`src/rtl/geofence_feeder.sv`:
```
// geofence_feeder: buffers host coordinate groups into two ping-pong banks,
// streams each complete group to the geofence evaluator and returns tagged verdicts.
module geofence_feeder #(
    parameter int CW  = 10,
    parameter int PTS = 7,
    parameter int TW  = 8
) (
    input  logic          clk,
    input  logic          reset_n,
    input  logic          in_valid,
    output logic          in_ready,
    input  logic [CW-1:0] in_x,
    input  logic [CW-1:0] in_y,
    input  logic          in_last,
    output logic          gf_reset,
    output logic [CW-1:0] X,
    output logic [CW-1:0] Y,
    input  logic          gf_valid,
    input  logic          gf_is_inside,
    output logic          res_valid,
    output logic          res_inside,
    output logic [TW-1:0] res_tag,
    output logic          frame_err
);
    localparam int IW = $clog2(PTS);
    localparam logic [IW-1:0] LAST_IDX = IW'(PTS - 1);

    typedef enum logic [1:0] {IDLE, STREAM, WAIT} state_t;

    state_t state, state_nx;
    logic [CW-1:0] bank_x [2][PTS];
    logic [CW-1:0] bank_y [2][PTS];
    logic [1:0] full;
    logic wr_ptr, rd_ptr, resync;
    logic [IW-1:0] wr_idx, cnt;
    logic [TW-1:0] tag;
    logic accept, wr_done, wr_bad;
    logic start, advance, release_bank, capture;

    assign in_ready = reset_n && !full[wr_ptr];
    assign accept   = in_valid && in_ready;
    assign wr_done  = accept && !resync && in_last && wr_idx == LAST_IDX;
    // a group is malformed when in_last and the final index disagree
    assign wr_bad   = accept && !resync && (in_last != (wr_idx == LAST_IDX));

    always_ff @(posedge clk) begin
        if (accept && !resync) begin
            bank_x[wr_ptr][wr_idx] <= in_x;
            bank_y[wr_ptr][wr_idx] <= in_y;
        end
    end

    always_ff @(posedge clk or negedge reset_n) begin
        if (!reset_n) begin
            wr_ptr    <= 1'b0;
            wr_idx    <= '0;
            resync    <= 1'b0;
            frame_err <= 1'b0;
        end else begin
            frame_err <= wr_bad;
            if (accept) begin
                if (resync) begin
                    resync <= !in_last;
                end else if (in_last || wr_idx == LAST_IDX) begin
                    wr_idx <= '0;
                    resync <= !in_last;
                    wr_ptr <= wr_ptr ^ wr_done;
                end else begin
                    wr_idx <= wr_idx + 1'b1;
                end
            end
        end
    end

    // loading and streaming never target the same bank, so both updates can land together
    always_ff @(posedge clk or negedge reset_n) begin
        if (!reset_n) begin
            full <= '0;
        end else begin
            if (wr_done) full[wr_ptr] <= 1'b1;
            if (release_bank) full[rd_ptr] <= 1'b0;
        end
    end

    always_ff @(posedge clk or negedge reset_n) begin
        if (!reset_n) state <= IDLE;
        else state <= state_nx;
    end

    always_comb begin
        state_nx     = state;
        start        = 1'b0;
        advance      = 1'b0;
        release_bank = 1'b0;
        capture      = 1'b0;
        case (state)
            IDLE: begin
                start    = full[rd_ptr];
                state_nx = full[rd_ptr] ? STREAM : IDLE;
            end
            STREAM: begin
                release_bank = cnt == LAST_IDX;
                advance      = cnt != LAST_IDX;
                state_nx     = cnt == LAST_IDX ? WAIT : STREAM;
            end
            WAIT: begin
                capture  = gf_valid;
                start    = gf_valid && full[rd_ptr];
                state_nx = !gf_valid ? WAIT : (full[rd_ptr] ? STREAM : IDLE);
            end
            default: state_nx = IDLE;
        endcase
    end

    always_ff @(posedge clk or negedge reset_n) begin
        if (!reset_n) begin
            gf_reset   <= 1'b1;
            X          <= '0;
            Y          <= '0;
            cnt        <= '0;
            rd_ptr     <= 1'b0;
            tag        <= '0;
            res_valid  <= 1'b0;
            res_inside <= 1'b0;
            res_tag    <= '0;
        end else begin
            res_valid <= capture;
            if (start) begin
                gf_reset <= 1'b0;
                cnt      <= '0;
                X        <= bank_x[rd_ptr][0];
                Y        <= bank_y[rd_ptr][0];
            end else if (capture) begin
                gf_reset <= 1'b1;
            end
            if (advance) begin
                cnt <= cnt + 1'b1;
                X   <= bank_x[rd_ptr][cnt + 1'b1];
                Y   <= bank_y[rd_ptr][cnt + 1'b1];
            end
            if (release_bank) rd_ptr <= !rd_ptr;
            if (capture) begin
                res_inside <= gf_is_inside;
                res_tag    <= tag;
                tag        <= tag + 1'b1;
            end
        end
    end
endmodule

```
`config.mk`:
```
export PLATFORM = sky130hd
export DESIGN_NAME = geofence_feeder
export DESIGN_NICKNAME = d
export VERILOG_FILES = /design/src/rtl/geofence_feeder.sv
export SDC_FILE = /design/constraint.sdc
export NUM_CORES = 1
export LEC_CHECK = 0
export CAP_MARGIN = 20
export CORE_AREA = 3 3 161 163
export DETAILED_ROUTE_END_ITERATION = 16
export DIE_AREA = 0 0 164 166
export PLACE_DENSITY = 0.73
export SLEW_MARGIN = 20
export SYNTH_ARGS = -nofsm -noshare
export SYNTH_HDL_FRONTEND = slang
export SYNTH_SLANG_ARGS = --single-unit
```
`constraint.sdc`:
```
create_clock -name clk -period 5 [get_ports clk]
set_clock_uncertainty 0.05 [all_clocks]
set_input_delay 1.5 -clock clk [delete_from_list [all_inputs] [get_ports clk]]
set_output_delay 1.5 -clock clk [all_outputs]
set_load 0.03 [all_outputs]
```
==> summary.txt <==
Outcome
  – Status: finished clean

Logic synthesis
  – #FFs+latches synth: 333
  – FFs w/ async S/R, synth: 0.159
  – Mapped cell area: around 13000 sq um
  – Ranking of synthesized cells by area: edfxtp_1 62%, dfrtp_1 9.7%, mux2i_1 4.7%
  – Yosys Warn Count: 0
  – XOR/XNOR Fraction of Synth Area: 0.00585
  – Synthesized net count: between 700 and 800
  – Synth cell types: between 40 and 50
  – Register area share after synthesis: 0.722
  – Largest family of logic cells by synthesized area: multiplexers
  – Adder-cell share of the synthesized area: 0.00650
  – Post-synthesis compound-gate area fraction: 0.0413
  – Ys flop type: edfxtp_1
  – Post-synthesis mux area share: 0.161
  – Synth cell count leaders: 280 x edfxtp_1, 63 x mux2i_1, 54 x nand2_1, 52 x dfrtp_1, 33 x nor2_1
  – Post-synth EDFFs: 280
  – Post-synth top area share: 0.624
  – Post-Synth Simple-Gate Area: 0.0435
  – Avg Cell Area, Syn: ~18 sq um
  – Cell with the most instances after synthesis: edfxtp_1
  – Post-Syn Instances: 739
  – Area leader, netlist: edfxtp_1

Power and ir drop
  – PwrDens: roughly 370 nW/um^2
  – Switching share of power: 0.216
  – Flop pwr share: 0.546
  – Comb pwr share: 0.069
  – Max VDD drop: between 0.2 and 0.3 mV
  – Clock share of power: 0.385
  – Internal power: about 4.4 mW
  – Net switching power: 1.23 mW
  – Tot Pwr: ~5.7 mW
  – Leak Pwr: about 5.3 nW

CTS
  – Post_cts resized: 0
  – TritonCTS buffer count: 31
  – CTS Hold Buffers Added: 0
  – CTS Buffer Depth: 3
  – Reg clk slew, reported paths: roughly 0.06 ns
  – Clk_lat worst skew: around 0.56 ns
  – TritonCTS clock tree: done
  – Clock net sink count: between 300 and 400
  – Post-CTS Setup Inserts: 0
  – CTS H-Tree Depth: 1
  – Clock Tree Root: clkbuf_16

Floorplanning
  – Die area: between 20000 and 30000 sq um
  – Chip width: about 160 um
  – Die H: 166 um
  – Initial Util: 0.551
  – Rows: 57
  – Top Ports: 59
  – Core Box Area: 24500 sq um

Final layout
  – Share of the core filled with cells: 0.631
  – Share of cells above drive strength 1: 0.189
  – Fin area: between 15000 and 20000 sq um
  – P&R area growth vs syn: 14.6%
  – Diode count: 0
  – Fin nets: 846
  – FILL cells: around 1700

Timing
  – Slew Viols, Final: 0
  – Setup TNS: 0 ns
  – Slew headroom: 0.334
  – Period utilization: 0.793
  – Final min period: slightly below 4 ns
  – Unrepaired setup endpoints after global routing: no
  – Worst-margin pin slew: between 0.9 and 1 ns
  – FMAX: ~0.25 GHz
  – Final setup fails: 0
  – Post-route worst setup slack: 1.03 ns
  – Final hold violations: 0

Placement
  – Placed Area: 14500 sq um
  – Dpl ws: 1.01 ns
  – GP Congestion: roughly 0.86
  – IO buf count: slightly below 60
  – Dpl hpwl: 17800 um

Drt
  – Antenna Nets Post-Route: 0
  – Detailed Route Iter0 Violations: 760
  – Metal2 WL: between 10000 and 15000 um
  – Met1 Wirelength: between 10000 and 15000 um
  – Met3 wire length: 2000 um
  – # DRC: 0
  – Via-to-Cell Ratio: just over 6
  – Drt first pass iters: 5
  – WL/cell: between 20 and 25 um
  – Drt total wl: 28300 um
  – DR vias: between 7000 and 8000
  – Max Used Layer: met4

Worst setup path
  – Worst Path Max Fanout: 2
  – Worst Reg-to-Reg Cells: 6
  – Reg2reg start: cnt[0]
  – CP required: approximately 3.5 ns
  – Critical Path AT: ~2.4 ns
  – Crit Path Category: in2out
  – CP startpoint kind: primary input
  – Worst Setup End Kind: output pin
  – Reg-to-reg endpoint: X[6]
  – FF-to-FF setup slack: about 1.8 ns

Global routing
  – Vias in the first global route: between 7000 and 8000
  – Largest net degree at the start of global routing: 63
  – First-pass GRT wire length: ~44000 um
  – Tot GR Track Use: 0.211
  – Initial antenna violation count: 0
  – Global route total overflow: 0

Job
  – Max Cap Viol: 0

Hold path
  – Worst Hold End: res_tag[5]
  – Worst hold path type: reg2reg
  – Hold_sp: res_tag[5]
  – Worst hold stages: 2
[final cells by class]
type	instances	area, sq um	area share
sequential	333	9740	0.630
clock inverter	21	150	0.00972
multi-input combinational	359	3560	0.231
inverter	7	26.3	0.00170
clock buffer	35	791	0.0512
tap	324	405	0.0262
timing repair buffer	81	773	0.0501
[cells by family (layout without fill, tap and decap cells)]
group                      Yosys count  count (layout)
muxes                              143             143
buffers and inverters               47             144
DFF                                333             333
and+or+nand+nor                    129             129
AOI/OAI and AO/OA                   71              71
xor gates and xnor gates             9               9
adders and majority gates            7               7
[placed cells by master, fill, tap and decap left out, types with 7 or more instances in the layout]
cell type,count
mux2_2,30
mux4_2,28
nand2_1,53
dfrtp_1,51
clkdlybuf4s50_1,57
clkinv_2,7
o211ai_1,10
o221ai_1,10
nor2_2,11
inv_1,7
a21oi_1,20
mux4_1,22
nor2_1,23
buf_4,21
edfxtp_1,280
xnor2_1,8
nand3_1,10
mux2i_1,63
clkbuf_16,31
clkinv_1,9
o221ai_2,10
a22oi_1,10
[routing by layer]
metal	vias up	global-route usage
met4	0	0.0618
met1	3688	0.308
met2	261	0.332
li1	3080	-
met5	-	0
met3	51	0.0357
[flip-flops by register name, indices dropped and copies added, names as in the netlist]
signal and cells:
tag 8, frame_err 1, resync 1, wr_idx 3
Y 10, rd_ptr 1, wr_ptr 1, res_valid 1
res_inside 1, X 10, res_tag 8, state 2
bank_x 140, bank_y 140, full 2, gf_reset 1
cnt 3
[worst max-delay path, cell delays in order]
cell and delay [ns]:
buf_2 0.11, and2_1 0.14, clkdlybuf4s50_1 0.67
[power by group through the flow]
stage	clock network [mW]	registers, mW	logic (mW)
global placement	0	3.15	0.378
detailed placement	0	3.16	0.392
floorplan	0	3.16	0.198
CTS	2.23	3.10	0.393
global route	2.35	3.10	0.420
finish	2.19	3.10	0.392
[how the worst max path moves through the flow]
stage              from            end  slack [ns]  cells past startpoint
6_report        reset_n       in_ready        1.03                      3
5_1_grt          wr_ptr       in_ready        0.93                      3
4_1_cts         reset_n       in_ready        1.01                      3
3_5_place_dp    reset_n       in_ready        1.01                      3
3_3_place_gp    reset_n       in_ready        0.99                      3
2_1_floorplan  in_valid  bank_x[0][50]        1.05                      3
[per-stage QoR]
| step | cells | hold WS, ns |
|---|---|---|
| floorplan | 739 | 0.395 |
| global placement | 1104 | 0.413 |
| detailed placement | 1104 | 0.422 |
| CTS | 1160 | 0.438 |
| global route | 1160 | 0.464 |
| finish | 1160 | 0.440 |
Note: power is estimated with default switching activity, not from simulation.
